**config.mk**
```make
export PLATFORM = sky130hd
export DESIGN_NAME = mix_sequencer_flat
export DESIGN_NICKNAME = d
export VERILOG_FILES = /design/src/rtl/mix_pkg.sv /design/src/rtl/mix_sequencer_if.sv /design/src/rtl/mix_ea.sv /design/src/rtl/mix_sequencer.sv /design/src/flat_wrapper.sv
export SDC_FILE = /design/constraint.sdc
export NUM_CORES = 1
export LEC_CHECK = 0
export CELL_PAD_IN_SITES_DETAIL_PLACEMENT = 1
export CELL_PAD_IN_SITES_GLOBAL_PLACEMENT = 1
export CORE_MARGIN = 10
export CORE_UTILIZATION = 35
export CTS_BUF_LIST = sky130_fd_sc_hd__clkbuf_2 sky130_fd_sc_hd__clkbuf_4 sky130_fd_sc_hd__clkbuf_8
export DETAILED_ROUTE_END_ITERATION = 12
export PLACE_DENSITY = 0.84
export SETUP_SLACK_MARGIN = 0.4
export SYNTH_ARGS = -nofsm -noshare
export SYNTH_HDL_FRONTEND = slang
export SYNTH_SLANG_ARGS = --single-unit
```
**constraint.sdc**
```tcl
create_clock -name clk -period 3.8 [get_ports clk]
set_clock_uncertainty 0.2 [all_clocks]
set_input_delay 0.76 -clock clk [delete_from_list [all_inputs] [get_ports clk]]
set_output_delay 0.76 -clock clk [all_outputs]
set_load 0.02 [all_outputs]
```
**src/rtl/mix_pkg.sv**
```systemverilog
`default_nettype none
// ============================================================================
//  Module      : mix_pkg
//  Description : Shared widths, instruction field positions, opcode constants
//                and sequencer state encoding for the MIX instruction
//                sequencer.
//  Revision    : 1.0  initial release
// ============================================================================
package mix_pkg;

    // Memory address width (4096 words) and MIX word width (sign + 5 bytes)
    localparam int ADDR_W   = 12;
    localparam int WORD_W   = 31;

    // Sign-magnitude index register: {sign, 12-bit magnitude}
    localparam int c_IDX_W  = 13;
    // Magnitude width of the A field
    localparam int c_MAG_W  = 12;
    // Internal signed effective-address width; wide enough for +/-8190
    localparam int c_EA_W   = 14;

    // Instruction field positions within a fetched word
    localparam int c_C_LSB    = 0;
    localparam int c_F_LSB    = 6;
    localparam int c_I_LSB    = 12;
    localparam int c_A_LSB    = 18;
    localparam int c_SIGN_BIT = 30;

    // Opcode (C field) values
    localparam logic [5:0] c_OP_NOP  = 6'd0;
    localparam logic [5:0] c_OP_ADD  = 6'd1;
    localparam logic [5:0] c_OP_HLT  = 6'd5;
    localparam logic [5:0] c_OP_LDA  = 6'd8;
    localparam logic [5:0] c_OP_LDXN = 6'd23;
    localparam logic [5:0] c_OP_STA  = 6'd24;
    localparam logic [5:0] c_OP_STZ  = 6'd33;
    localparam logic [5:0] c_OP_JMP  = 6'd39;

    // Field values that qualify HLT (C=5) and JMP (C=39)
    localparam logic [5:0] c_F_HLT   = 6'd2;
    localparam logic [5:0] c_F_JMP   = 6'd0;

    // Sequencer states, explicitly encoded
    typedef enum logic [2:0] {
        S_IDLE   = 3'd0,
        S_FETCH  = 3'd1,
        S_DECODE = 3'd2,
        S_ADDR   = 3'd3,
        S_READ   = 3'd4,
        S_LOAD   = 3'd5,
        S_WRITE  = 3'd6,
        S_HALT   = 3'd7
    } state_t;

    // ADD and the LD*/LD*N family read an operand and hand it to the datapath
    function automatic logic is_load_op(input logic [5:0] c);
        return (c == c_OP_ADD) || ((c >= c_OP_LDA) && (c <= c_OP_LDXN));
    endfunction

    // ST*, STJ and STZ read the target word and merge a field back into it
    function automatic logic is_store_op(input logic [5:0] c);
        return (c >= c_OP_STA) && (c <= c_OP_STZ);
    endfunction

endpackage
`default_nettype wire

```
**src/rtl/mix_sequencer_if.sv**
```systemverilog
`default_nettype none
// ============================================================================
//  Module      : mix_sequencer_if
//  Description : Memory port and datapath-control bundle between the MIX
//                sequencer (master) and the RAM / register datapath (slave).
//  Revision    : 1.0  initial release
// ============================================================================
interface mix_sequencer_if;
    import mix_pkg::*;

    logic [ADDR_W-1:0]  mem_addr;
    logic               mem_re;
    logic               mem_we;
    logic [WORD_W-1:0]  mem_rdata;
    logic [c_IDX_W-1:0] index_val;
    logic [2:0]         idx_sel;
    logic [5:0]         ir_c;
    logic [5:0]         ir_f;
    logic               ld_strobe;
    logic               st_strobe;

    modport master (
        output mem_addr, mem_re, mem_we, idx_sel, ir_c, ir_f, ld_strobe, st_strobe,
        input  mem_rdata, index_val
    );

    modport slave (
        input  mem_addr, mem_re, mem_we, idx_sel, ir_c, ir_f, ld_strobe, st_strobe,
        output mem_rdata, index_val
    );

endinterface
`default_nettype wire

```
**src/rtl/mix_ea.sv**
```systemverilog
`default_nettype none
// ============================================================================
//  Module      : mix_ea
//  Description : Combinational effective-address adder. Adds the
//                sign-magnitude A field and index register, reports the low
//                12 bits and whether the result lies outside 0..4095.
//  Revision    : 1.0  initial release
// ============================================================================
module mix_ea
    import mix_pkg::*;
(
    input  logic               i_a_sign,
    input  logic [c_MAG_W-1:0] i_a_mag,
    input  logic               i_idx_en,
    input  logic [c_IDX_W-1:0] i_index_val,
    output logic [ADDR_W-1:0]  o_ea,
    output logic               o_oor
);

    logic [c_EA_W-1:0] w_a;
    logic [c_EA_W-1:0] w_x;
    logic [c_EA_W-1:0] w_sum;

    // Negating a zero magnitude yields zero, so -0 and +0 behave identically
    assign w_a   = i_a_sign ? (c_EA_W'(0) - {2'b00, i_a_mag}) : {2'b00, i_a_mag};
    assign w_x   = !i_idx_en               ? c_EA_W'(0) :
                   i_index_val[c_IDX_W-1]  ? (c_EA_W'(0) - {2'b00, i_index_val[c_MAG_W-1:0]}) :
                                             {2'b00, i_index_val[c_MAG_W-1:0]};
    assign w_sum = w_a + w_x;

    // |sum| <= 8190, so bit 13 marks negative and bit 12 marks > 4095
    assign o_oor = w_sum[c_EA_W-1] | w_sum[c_EA_W-2];
    assign o_ea  = w_sum[ADDR_W-1:0];

endmodule
`default_nettype wire

```
**src/rtl/mix_sequencer.sv**
```systemverilog
`default_nettype none
// ============================================================================
//  Module      : mix_sequencer
//  Description : MIX instruction sequencer. Owns the program counter and the
//                single synchronous memory port; walks each instruction
//                through fetch, decode, effective-address and memory phases
//                and issues one-cycle load / merge-store strobes.
//  Revision    : 1.0  initial release
// ============================================================================
module mix_sequencer
    import mix_pkg::*;
(
    input  logic              clk,
    input  logic              reset,
    input  logic              start,
    input  logic [ADDR_W-1:0] start_pc,
    mix_sequencer_if.master   bus,
    output logic [ADDR_W-1:0] pc,
    output logic              halted,
    output logic              fault
);

    state_t             r_state_q;
    state_t             w_state_d;
    logic [ADDR_W-1:0]  r_pc_q;
    logic [ADDR_W-1:0]  w_pc_d;
    logic [ADDR_W-1:0]  r_ea_q;
    logic [ADDR_W-1:0]  w_ea_d;
    logic               r_fault_q;
    logic               w_fault_d;
    logic [WORD_W-1:0]  r_ir_q;
    logic [WORD_W-1:0]  w_ir_d;

    logic [5:0]         w_c;
    logic [5:0]         w_f;
    logic [2:0]         w_i;
    logic               w_a_sign;
    logic [c_MAG_W-1:0] w_a_mag;
    logic               w_idx_en;
    logic [ADDR_W-1:0]  w_ea;
    logic               w_ea_oor;
    logic               w_unused_ir;

    // Fields of the latched instruction word
    assign w_c         = r_ir_q[c_C_LSB +: 6];
    assign w_f         = r_ir_q[c_F_LSB +: 6];
    assign w_i         = r_ir_q[c_I_LSB +: 3];
    assign w_a_sign    = r_ir_q[c_SIGN_BIT];
    assign w_a_mag     = r_ir_q[c_A_LSB +: c_MAG_W];
    // Bits 17:15 sit between I and A and carry no meaning here
    assign w_unused_ir = ^r_ir_q[17:15];

    // I = 0 means unindexed and I = 7 is not an index register
    assign w_idx_en    = (w_i != 3'd0) && (w_i != 3'd7);

    mix_ea u_ea (
        .i_a_sign    (w_a_sign),
        .i_a_mag     (w_a_mag),
        .i_idx_en    (w_idx_en),
        .i_index_val (bus.index_val),
        .o_ea        (w_ea),
        .o_oor       (w_ea_oor)
    );

    // State, pc, instruction, EA and fault registers
    always_ff @(posedge clk or negedge reset) begin
        if (!reset) begin
            r_state_q <= S_IDLE;
            r_pc_q    <= '0;
            r_ea_q    <= '0;
            r_fault_q <= 1'b0;
            r_ir_q    <= '0;
        end else begin
            r_state_q <= w_state_d;
            r_pc_q    <= w_pc_d;
            r_ea_q    <= w_ea_d;
            r_fault_q <= w_fault_d;
            r_ir_q    <= w_ir_d;
        end
    end

    // Next-state and register updates for each instruction phase
    always_comb begin
        w_state_d = r_state_q;
        w_pc_d    = r_pc_q;
        w_ea_d    = r_ea_q;
        w_fault_d = r_fault_q;
        w_ir_d    = r_ir_q;
        case (r_state_q)
            S_IDLE, S_HALT: begin
                if (start) begin
                    w_pc_d    = start_pc;
                    w_fault_d = 1'b0;
                    w_state_d = S_FETCH;
                end
            end
            S_FETCH: begin
                w_state_d = S_DECODE;
            end
            S_DECODE: begin
                w_ir_d    = bus.mem_rdata;
                w_state_d = S_ADDR;
            end
            S_ADDR: begin
                // EA is captured here because index_val is only valid now
                w_ea_d = w_ea;
                if (w_c == c_OP_NOP) begin
                    w_pc_d    = r_pc_q + ADDR_W'(1);
                    w_state_d = S_FETCH;
                end else if ((w_c == c_OP_HLT) && (w_f == c_F_HLT)) begin
                    w_state_d = S_HALT;
                end else if ((w_c == c_OP_JMP) && (w_f == c_F_JMP)) begin
                    if (w_ea_oor) begin
                        w_fault_d = 1'b1;
                        w_state_d = S_HALT;
                    end else begin
                        w_pc_d    = w_ea;
                        w_state_d = S_FETCH;
                    end
                end else if (is_load_op(w_c) || is_store_op(w_c)) begin
                    if (w_ea_oor) begin
                        w_fault_d = 1'b1;
                        w_state_d = S_HALT;
                    end else begin
                        w_state_d = S_READ;
                    end
                end else begin
                    w_fault_d = 1'b1;
                    w_state_d = S_HALT;
                end
            end
            S_READ: begin
                w_state_d = is_store_op(w_c) ? S_WRITE : S_LOAD;
            end
            S_LOAD, S_WRITE: begin
                w_pc_d    = r_pc_q + ADDR_W'(1);
                w_state_d = S_FETCH;
            end
            default: begin
                w_state_d = S_IDLE;
            end
        endcase
    end

    // Memory port and strobes decoded purely from the registered state
    always_comb begin
        bus.mem_addr  = '0;
        bus.mem_re    = 1'b0;
        bus.mem_we    = 1'b0;
        bus.ld_strobe = 1'b0;
        bus.st_strobe = 1'b0;
        case (r_state_q)
            S_FETCH: begin
                bus.mem_addr = r_pc_q;
                bus.mem_re   = 1'b1;
            end
            S_READ: begin
                bus.mem_addr = r_ea_q;
                bus.mem_re   = 1'b1;
            end
            S_LOAD: begin
                bus.ld_strobe = 1'b1;
            end
            S_WRITE: begin
                bus.mem_addr  = r_ea_q;
                bus.mem_we    = 1'b1;
                bus.st_strobe = 1'b1;
            end
            default: begin
            end
        endcase
    end

    assign bus.idx_sel = w_i;
    assign bus.ir_c    = w_c;
    assign bus.ir_f    = w_f;
    assign pc          = r_pc_q;
    assign halted      = (r_state_q == S_HALT);
    assign fault       = r_fault_q;

endmodule
`default_nettype wire

```
**src/flat_wrapper.sv**
```systemverilog
// flat-port wrapper written by rule: the top's interface ports become plain ports
module mix_sequencer_flat import mix_pkg::*;
  (clk, reset, start, start_pc, pc, halted, fault, bus_mem_addr, bus_mem_re, bus_mem_we, bus_idx_sel, bus_ir_c, bus_ir_f, bus_ld_strobe, bus_st_strobe, bus_mem_rdata, bus_index_val);
  mix_sequencer_if bus_i ();
  input  logic clk;
  input  logic reset;
  input  logic start;
  input  logic [ADDR_W-1:0] start_pc;
  output logic [ADDR_W-1:0] pc;
  output logic halted;
  output logic fault;
  output wire logic [$bits(bus_i.mem_addr)-1:0] bus_mem_addr;
  output wire logic [$bits(bus_i.mem_re)-1:0] bus_mem_re;
  output wire logic [$bits(bus_i.mem_we)-1:0] bus_mem_we;
  output wire logic [$bits(bus_i.idx_sel)-1:0] bus_idx_sel;
  output wire logic [$bits(bus_i.ir_c)-1:0] bus_ir_c;
  output wire logic [$bits(bus_i.ir_f)-1:0] bus_ir_f;
  output wire logic [$bits(bus_i.ld_strobe)-1:0] bus_ld_strobe;
  output wire logic [$bits(bus_i.st_strobe)-1:0] bus_st_strobe;
  input wire logic [$bits(bus_i.mem_rdata)-1:0] bus_mem_rdata;
  input wire logic [$bits(bus_i.index_val)-1:0] bus_index_val;
  assign bus_mem_addr = bus_i.mem_addr;
  assign bus_mem_re = bus_i.mem_re;
  assign bus_mem_we = bus_i.mem_we;
  assign bus_idx_sel = bus_i.idx_sel;
  assign bus_ir_c = bus_i.ir_c;
  assign bus_ir_f = bus_i.ir_f;
  assign bus_ld_strobe = bus_i.ld_strobe;
  assign bus_st_strobe = bus_i.st_strobe;
  assign bus_i.mem_rdata = bus_mem_rdata;
  assign bus_i.index_val = bus_index_val;
  mix_sequencer u_core (.clk(clk), .reset(reset), .start(start), .start_pc(start_pc), .bus(bus_i), .pc(pc), .halted(halted), .fault(fault));
endmodule
```
# After elaboration in Yosys (flattened, before gate mapping)
# Index checks and enable logic that the tools add are counted.
[classes]
n_addsub = 4
magnitude_cmp = 4
n_eq_ne = 18
muxes = 29
n_bitwise = 1
reduce_logical = 19
[ops]
columns = ["cell", "count"]
rows = [
  ["$mux 12", 5],
  ["$mux 14", 3],
  ["$pmux 12 s3", 1],
  ["$sub 1x12->13 const A", 2],
  ["$pmux 12 s2", 1],
  ["$pmux 3 s6", 1],
  ["$mux 3", 5],
  ["$add 14x14->14", 1],
  ["$add 12x1->12 const B", 1],
  ["$eq 3x3->1 const B", 4],
  ["$logic_not 6->1", 2],
  ["$mux 1", 9],
  ["$reduce_or 2->1", 4],
  ["$eq 3x2->1 const B", 2],
  ["$eq 6x1->1 const B", 1],
  ["$eq 6x2->1 const B", 1],
  ["$eq 6x3->1 const B", 1],
  ["$eq 6x6->1 const B", 1],
  ["$ge 6x4->1 const B", 1],
  ["$ge 6x5->1 const B", 1],
  ["$le 6x5->1 const B", 1],
  ["$le 6x6->1 const B", 1],
  ["$mux 2", 3],
  ["$ne 2x2->1 const B", 3],
  ["13 further kinds", 20],
]
[word_totals]
reg_bits = 59
inputBits = 59

# Depth between registers and ports, before layout
[logic_depth]
word_depth = 11
depth_mapped = 16
mapped_depth_nobuf = 14

# Cells and area by module
# A second synthesis with hierarchy kept.
[hier_totals]
cells_unflattened = 452
area_unflattened_um2 = 4130.2
[by_module_without_submodules]
columns = ["module", "n_inst", "cells_each", "area_each_um2"]
rows = [
  ["mix_sequencer", 1, 291, 2961.6],
  ["mix_ea", 1, 161, 1168.6],
]

# Worst setup path before layout
# OpenSTA, ideal clock, no wires.
[synth_timing]
kind = "input -> register"
start = "input bus_index_val[0]"
end = "register u_core.r_pc_q[10] (netlist: u_core.pc[10])"
setup_ns = 0.125
arrival_time_ns = 3.630
slack_ns = -0.155
path_stages = 16
path_buffers = 2
path_cell_list = "inv_1 -> ha_1 -> nand3_1 -> or3_1 -> nand2_1 -> xor2_1 -> nor2_1 -> ha_1 -> clkbuf_1 -> a21oi_1 -> o22ai_1 -> a2111o_1 -> o2111a_2 -> nor2_4 -> buf_6 -> mux2_4"
[synth_between]
elab_chain_cells = 9
[synth_lines]
columns = ["element", "line_no", "source"]
rows = [
  ["start: declaration", "flat_wrapper.sv:21", "input wire logic [$bits(bus_i.index_val)-1:0] bus_index_val;"],
  ["$sub 1x12->13", "mix_ea.sv:27", "i_index_val[c_IDX_W-1] ? (c_EA_W'(0) - {2'b00, i_index_val[c_MAG_W-1:0]}) :"],
  ["$mux 14 (*)", "mix_ea.sv:27", ""],
  ["$mux 14 (*)", "mix_ea.sv:26", "assign w_x = !i_idx_en ? c_EA_W'(0) :"],
  ["$add 14x14->14 (*)", "mix_ea.sv:29", "assign w_sum = w_a + w_x;"],
  ["$mux 12", "mix_sequencer.sv:113", "if (w_ea_oor) begin"],
  ["$mux 12", "mix_sequencer.sv:112", "end else if ((w_c == c_OP_JMP) && (w_f == c_F_JMP)) begin"],
  ["$mux 12", "mix_sequencer.sv:110", "end else if ((w_c == c_OP_HLT) && (w_f == c_F_HLT)) begin"],
  ["$mux 12", "mix_sequencer.sv:107", "if (w_c == c_OP_NOP) begin"],
  ["$pmux 12 s3", "mix_sequencer.sv:89", "case (r_state_q)"],
  ["end signal: assignment", "mix_sequencer.sv:75", "r_pc_q <= w_pc_d;"],
  ["end: declaration", "mix_sequencer.sv:25", "logic [ADDR_W-1:0] r_pc_q;"],
]
# Mark *: on every way between the ends. The rest lies on a longest branch, timed or not. The select of a mux whose other input is x is not followed.
# A chain may end at the register's enable or synchronous reset.

# Final worst setup path
[layout_timing]
start = "input bus_index_val[0]"
end = "register u_core.r_pc_q[7] (netlist: u_core.pc[7])"
# The elaborated chain is that of the path after synthesis.

==> results by stage <==
Outcome:
- The flow ran to the end, and the final reports show no timing, DRC or antenna violations.

Timing:
- Setup repair after global routing could not meet its margin everywhere.
- The final period demand of the worst path is 3630 ps.
- The number of slew-limit violations in the final report is 0.
- After layout, the worst path uses 95.6% of the clock period.
- Static timing analysis puts the maximum clock frequency at 0.275 GHz.
- The count of final hold-check violations is 0.
- The least setup slack across all paths after layout is 168 ps.
- The final count of negative-setup-slack endpoints is 0.
- The relative slew slack is 55.4%.
- For the pin with the worst max-slew slack, the measured transition is 668 ps.

Detailed routing:
- The final antenna-violating net count is 0.
- The overall via count from detail_route is 4382.
- The number of iterations in the first detailed-routing pass is 4.
- The count of routing violations after the opening detailed-route iteration is 307.
- The average wire per cell in the routed design is 21.4 um.
- The routed wire length is 16700 um.
- For this run, design rule violations remaining after detail routing come to 0.
- The detail-routed via count per cell is 5.61.

Cells and area:
- The area overhead of the layout relative to synthesis is 53.3%.
- The fraction of final layout cells with drive strength greater than 1 is 35.3%.
- Leaving out fill and tap cells, the most frequent cells in the layout are sky130_fd_sc_hd__clkdlybuf4s50_1, sky130_fd_sc_hd__buf_4, sky130_fd_sc_hd__dfrtp_1.
- The number of nets at the end of the flow is 709.
- The antenna diode instance count is 0.
- The most common cell after layout, fill and taps aside is sky130_fd_sc_hd__clkdlybuf4s50_1.

Logic synthesis:
- The post-synthesis sequential area ratio is 33.1%.
- The synthesized netlist occupies a cell area of 0.00424 mm2.
- The dominant synthesized flop cell is sky130_fd_sc_hd__dfrtp_1.
- The synthesized design contains 56 register bits.
- Synthesis produced 467 cells.
- The count of warnings emitted by yosys is 0.
- The synthesized design contains 0 enable-type register cells.
- The number of distinct library cell variants in the gate-level netlist after synthesis is 66.
- The average instance in the mapped netlist occupies 9.07 um2.
- After synthesis, the share of flip-flops with an asynchronous set or reset is 100%.
- The number of nets produced by synthesis is 543.

Floorplan:
- The floorplan step set the die height to 130 um.
- The die area is 0.0169 mm2.
- The area of the core is 0.0119 mm2.
- The row count is 40.
- Once the floorplan was initialized, standard cells occupied 35.6% of the core.
- The die is 130 um wide.
- 104 I/O pins were placed.

Place:
- Detailed placement finished with a half-perimeter wire length of 11400 um.
- OpenSTA, run right after detailed placement, puts the worst setup slack at -655 ps.
- The final estimated routing congestion in global placement is 0.881.
- The count of buffers added on input and output ports is 100.

Global routing:
- The number of antenna violations at the first check in global routing is 0.
- The total global routing overflow is 0.
- The via count of the first global-routing pass is 4718.
- In the global route stage, overall resource usage came out at 17.8%.
- The first global-routing pass estimated 24200 um of wire.
- The maximum number of pins on one net before global-route repair is 31.

Worst setup path:
- The type of the worst setup path is input pin to flop.
- The startpoint class of the critical path is an input pin.
- Data on the critical path arrives at its endpoint at 3660 ps.
- The maximum fanout along the worst path is 7.
- The worst endpoint required time is 3830 ps.
- The worst setup path is captured at a flop.

Clocking:
- The CTS buffer count is 5.
- The total clock sinks is 56.
- The buffer cell driving the clock tree root is sky130_fd_sc_hd__clkbuf_8.
- The H-tree depth is 2.
- The clock latency reported for the late side of the worst-skew pair is 330 ps.
- The clock slew at the register clock pins of the worst setup and hold paths is 110 ps.
- The quantity of hold-fixing buffers added after cts is 0.
- TritonCTS built the clock tree.
- The clock tree buffer depth is 2.

Job:
- Max-cap violations in this run came to 0.

Worst hold path:
- The type of the worst min-delay path is input pin to async pin.
[sequential cells by signal, summed over array words and instances, names as in the netlist]
name,count
u_core.fault,1
u_core.pc,12
u_core.r_ea_q,12
u_core.r_state_q,3
u_core.r_ir_q,28
[worst paths after layout]
check,from,slack [ps],endpoint,cells after the start
max,bus_index_val[0],170,u_core.pc[7],15
min,reset,250,u_core.pc[4],1
max reg2reg,u_core.r_ir_q[19],220,u_core.pc[7],14
min reg2reg,u_core.fault,300,u_core.fault,2
max in group asynchronous,reset,2280,u_core.r_ir_q[30],2
min in group clk,u_core.fault,300,u_core.fault,2
[cells in the mapped netlist, types with 4 or more instances]
cell type | count | share of area (%)
sky130_fd_sc_hd__dfrtp_1 | 56 | 33
sky130_fd_sc_hd__nand2_1 | 46 | 4.1
sky130_fd_sc_hd__nor2_1 | 44 | 3.9
sky130_fd_sc_hd__mux2_2 | 31 | 8.2
sky130_fd_sc_hd__o21ai_0 | 30 | 3.5
sky130_fd_sc_hd__a21oi_1 | 18 | 2.1
sky130_fd_sc_hd__xnor2_1 | 18 | 3.7
sky130_fd_sc_hd__xor2_1 | 17 | 3.5
sky130_fd_sc_hd__buf_4 | 16 | 2.8
sky130_fd_sc_hd__ha_1 | 16 | 4.7
sky130_fd_sc_hd__nand3_1 | 14 | 1.7
sky130_fd_sc_hd__clkbuf_1 | 13 | 1.2
sky130_fd_sc_hd__a32o_1 | 12 | 2.8
sky130_fd_sc_hd__inv_1 | 11 | 0.97
sky130_fd_sc_hd__nor2b_1 | 7 | 1.0
sky130_fd_sc_hd__o211ai_1 | 7 | 1.2
sky130_fd_sc_hd__o31ai_1 | 7 | 1.2
sky130_fd_sc_hd__a21o_1 | 5 | 0.89
sky130_fd_sc_hd__nand2b_1 | 5 | 0.74
sky130_fd_sc_hd__o221ai_1 | 5 | 1.0
sky130_fd_sc_hd__or3_1 | 5 | 0.74
sky130_fd_sc_hd__a22oi_1 | 4 | 0.71
sky130_fd_sc_hd__and3_1 | 4 | 0.59
sky130_fd_sc_hd__buf_1 | 4 | 0.35
sky130_fd_sc_hd__buf_2 | 4 | 0.47
sky130_fd_sc_hd__mux2_4 | 4 | 1.4
sky130_fd_sc_hd__mux2i_1 | 4 | 0.95
sky130_fd_sc_hd__nor3_1 | 4 | 0.47
sky130_fd_sc_hd__o22ai_1 | 4 | 0.59
[final cells by class]
class / count / area, um2
inverter: 11 / 41.3
clock buffer: 7 / 96.3
clock inverter: 1 / 30.0
timing repair buffer: 197 / 1770
multi-input combinational: 362 / 2970
fill: 1329 / 5420
tap: 147 / 184
sequential: 56 / 1400
[critical path, cell delays in order]
cell and delay (ps):
sky130_fd_sc_hd__clkbuf_2 110, sky130_fd_sc_hd__inv_2 60, sky130_fd_sc_hd__ha_4 170, sky130_fd_sc_hd__buf_4 150, sky130_fd_sc_hd__nor2b_2 110, sky130_fd_sc_hd__xnor2_1 130
sky130_fd_sc_hd__nor2_1 90, sky130_fd_sc_hd__ha_1 360, sky130_fd_sc_hd__o211ai_1 270, sky130_fd_sc_hd__o211ai_1 200, sky130_fd_sc_hd__a2111o_1 450, sky130_fd_sc_hd__o2111a_2 210
sky130_fd_sc_hd__nor2_4 140, sky130_fd_sc_hd__buf_12 140, sky130_fd_sc_hd__mux2_4 300
[per-stage QoR]
| step | cells | TNS (ps) | cell area [um2] | util [%] | hold WS [ps] |
|---|---|---|---|---|---|
| 5_1_grt | 781 | 0 | 6490 | 54.5 | 296 |
| 6_report | 781 | 0 | 6490 | 54.5 | 251 |
| 3_5_place_dp | 744 | -10090 | 5750 | 48.3 | 280 |
| 4_1_cts | 767 | 0 | 6110 | 51.3 | 262 |
| 2_1_floorplan | 467 | 0 | 4290 | - | 250 |
| 3_3_place_gp | 744 | -6630 | 5750 | 48.3 | 264 |
[metal layers]
metal / vias to the layer above / global-route usage, % / part of all wire, %
li1: 2027 / - / -
met1: 2201 / 19.6 / 39
met2: 125 / 33.7 / 53
met3: 29 / 3.81 / 5.5
met4: 0 / 4.89 / 2.4
met5: - / 0 / 0
[cell families (layout without fill, tap and decap cells)]
logic type / after synthesis / in the layout / share of synthesized area, %
XOR/XNOR: 35 / 35 / 7.24
AO/OA/AOI/OAI: 123 / 123 / 20.9
multiplexers: 39 / 39 / 10.6
AND/OR/NAND/NOR: 148 / 148 / 17.0
adder cells (fa/ha/maj): 17 / 17 / 5.20
buffers and inverters: 49 / 216 / 6.06
flip-flops: 56 / 56 / 33.1
[timing repair]
item                                   4_1_cts  5_1_grt
setup buffers                               15       14
gates resized for setup                     53       76
endpoints found under the hold margin        0        0
setup endpoints to repair                   21       24
cloned                                       0        0
pin swaps                                   23       44
Power is left out: the tool's default activity adds up to more than one toggle a clock period on the data nets, which glitch-free logic cannot reach.
==> edit: new RTL, config.mk and constraints unchanged <==
Encoding of `state_t`: now one-hot (8 bits for 8 states).
--- a/src/rtl/mix_pkg.sv
+++ b/src/rtl/mix_pkg.sv
@@ -43,11 +43,11 @@
     // Sequencer states, explicitly encoded
-    typedef enum logic [2:0] {
-        S_IDLE   = 3'd0,
-        S_FETCH  = 3'd1,
-        S_DECODE = 3'd2,
-        S_ADDR   = 3'd3,
-        S_READ   = 3'd4,
-        S_LOAD   = 3'd5,
-        S_WRITE  = 3'd6,
-        S_HALT   = 3'd7
+    typedef enum logic [7:0] {
+        S_IDLE   = 8'b00000001,
+        S_FETCH  = 8'b00000010,
+        S_DECODE = 8'b00000100,
+        S_ADDR   = 8'b00001000,
+        S_READ   = 8'b00010000,
+        S_LOAD   = 8'b00100000,
+        S_WRITE  = 8'b01000000,
+        S_HALT   = 8'b10000000
     } state_t;
Function: same outputs for any inputs over 10 cycles, from zero or initial values and one cycle with reset low; not proved beyond that.
==> edit against the original RTL <==
  * The run now ends with negative setup slack left
  * Via count is 9.8% higher
  * Wire length grew 9.8%
  * Sequential cell count up 5
  * Area after synthesis grew 3.4%
  * Cell area up 1.5%
  * Largest cell class unchanged
  * Setup slack got worse by 330 ps
  * Core utilization shrank 0.085 points
  * Critical path depth decreased by 2
  * First-iteration DRC count is 10% lower
==> edit: results (changes against the original RTL) <==
Seq/Total Area, Yosys -> 34.9% (+1.8 points)
Routed wire per std cell -> 21.2 um (-0.64%)
Post-synthesis instance total -> 525 (+12%)
Ys Warns -> 0 (unchanged)
CTS Buffer Depth -> 2 (unchanged)
Pre-CTS WS -> -715 ps (-59.3 ps)
Post-DP HPWL -> 12000 um (+4.8%)
ANT cells -> 0 (unchanged)
Top post-synthesis cells by area -> dfrtp_1, nand2_1, ha_1
Pin count of the biggest net entering global routing -> 36 (+16%)
Pleak -> 0.00299 uW
Predominant post-synthesis flop cell -> dfrtp_1
Non-filler instance count after layout -> 863 (+10%)
Violated checks -> negative setup slack
Setup violators final -> 12 (+12)
Cell count after placement -> 821 (+10%)
Syn nets -> 601 (+11%)
Fillers -> 1446 (+8.8%)
Final setup margin -> -164 ps (-332 ps)
Data arrival, critical path -> 4020 ps (+360 ps)
H-tree depth -> 3 (+1)
Tot GR Track Use -> 19.9% (+2.0 points)
Setup TNS -> -1200 ps (-1200 ps)
Vias in the first global route -> 5296 (+12%)
IO Port Bufs -> 100 (unchanged)
DRT Pass-1 Iters -> 6 (+2)
Via density -> 5.58 (-0.62%)
First-pass GRT wire length -> 28300 um (+17%)
Async set or reset register ratio after synthesis -> 100% (unchanged)
Share of layout cells above drive strength 1 -> 27.1% (-8.3 points)
Worst-path maximum fanout -> 5 (-2)
Clk_lat worst skew -> 370 ps (+40 ps)
Distinct cells, synth -> 61 (-7.6%)
Root buf cell -> clkbuf_8
Gp weighted congestion -> 0.854 (-3.1%)
Nets -> 766 (+8.0%)
Max incr delay on CP -> 540 ps (+90 ps)
Total CTS buffers -> 9 (+4)
Status -> finished with violations
CP delay by family, top -> simple AND/OR/NAND/NOR gates
Cts hold-fix bufs -> 0 (unchanged)
Slowest library cell on the worst path -> or4_4
Max IR drop VDD -> 0.000427 V
Least-Margin Pin Slew -> 816 ps (+147 ps)
Clock-pin slew on the worst setup and hold paths -> 80 ps (-30 ps)
Most frequent cells after synthesis -> nand2_1, dfrtp_1, nor2_1
Most flop-heavy register -> u_core.r_ir_q
Iter 0 DRT Violations -> 275 (-10%)
Worst hold path class -> input port to asynchronous set/reset pin
Max reg flops -> 28 (unchanged)
[edit: logic make-up (layout without fill, tap and decap cells)]
| family | Yosys count | count (layout) | share of synthesized area (%) |
|---|---|---|---|
| adder cells (fa/ha/maj) | 17 | 17 | 5.03 |
| AND/OR/NAND/NOR | 235 | 236 | 24.9 |
| multiplexers | 15 | 15 | 3.91 |
| XOR/XNOR | 35 | 35 | 7.00 |
| AO/OA/AOI/OAI | 110 | 110 | 18.1 |
| flip-flops | 61 | 61 | 34.9 |
| buffers and inverters | 52 | 221 | 6.17 |
[edit: layout make-up]
cell class / instances / share of cell area [%]
multi-input combinational: 413 / 43.9
timing repair buffer: 189 / 25.5
sequential: 61 / 23.2
tap: 168 / 3.19
clock buffer: 13 / 2.62
inverter: 16 / 0.987
clock inverter: 3 / 0.645
[edit: final timing paths]
| path | startpoint | endpoint | slack, ps | cells past startpoint |
|---|---|---|---|---|
| min in group clk | u_core.r_ea_q[11] | u_core.r_ea_q[11] | 300 | 2 |
| setup / recovery | bus_index_val[6] | u_core.pc[5] | -160 | 13 |
| setup reg to reg | u_core.r_ir_q[18] | u_core.pc[5] | 150 | 13 |
| hold / removal | reset | u_core.r_state_q[4] | 280 | 1 |
| hold reg to reg | u_core.r_ea_q[11] | u_core.r_ea_q[11] | 300 | 2 |
| max in group asynchronous | reset | u_core.r_state_q[0] | 2220 | 2 |
[edit: layer usage]
metal,track usage (%),up-vias,wire length (um)
met5,0,-,0
met4,9.89,0,685
met3,4.04,51,694
met2,35.5,168,9540
met1,21.7,2405,7420
li1,-,2188,-
[edit: timing repair]
action | CTS | global route
gates cloned | 1 | 0
resized for setup | 104 | 30
setup buffers | 18 | 7
pin swaps | 36 | 26
hold endpoints to repair | 0 | 0
endpoints found under the setup margin | 34 | 21
[edit: power breakdown]
group | switching (uW) | leakage (uW) | total (uW) | internal, uW
Clock | 290 | 0.000109 | 653 | 363
Sequential | 401 | 0.000725 | 1360 | 956
Combinational | 2710 | 0.00216 | 5140 | 2430
Total | 3400 | 0.00299 | 7150 | 3750
[edit: metrics by stage]
stage	util (%)	power [uW]	cell area, um^2
after global routing	54.4	7570	6590
final	54.4	7150	6590
after global placement	48.7	5090	5890
after CTS	53.2	6570	6440
after floorplan	-	3640	4410
after detailed placement	48.7	5330	5890
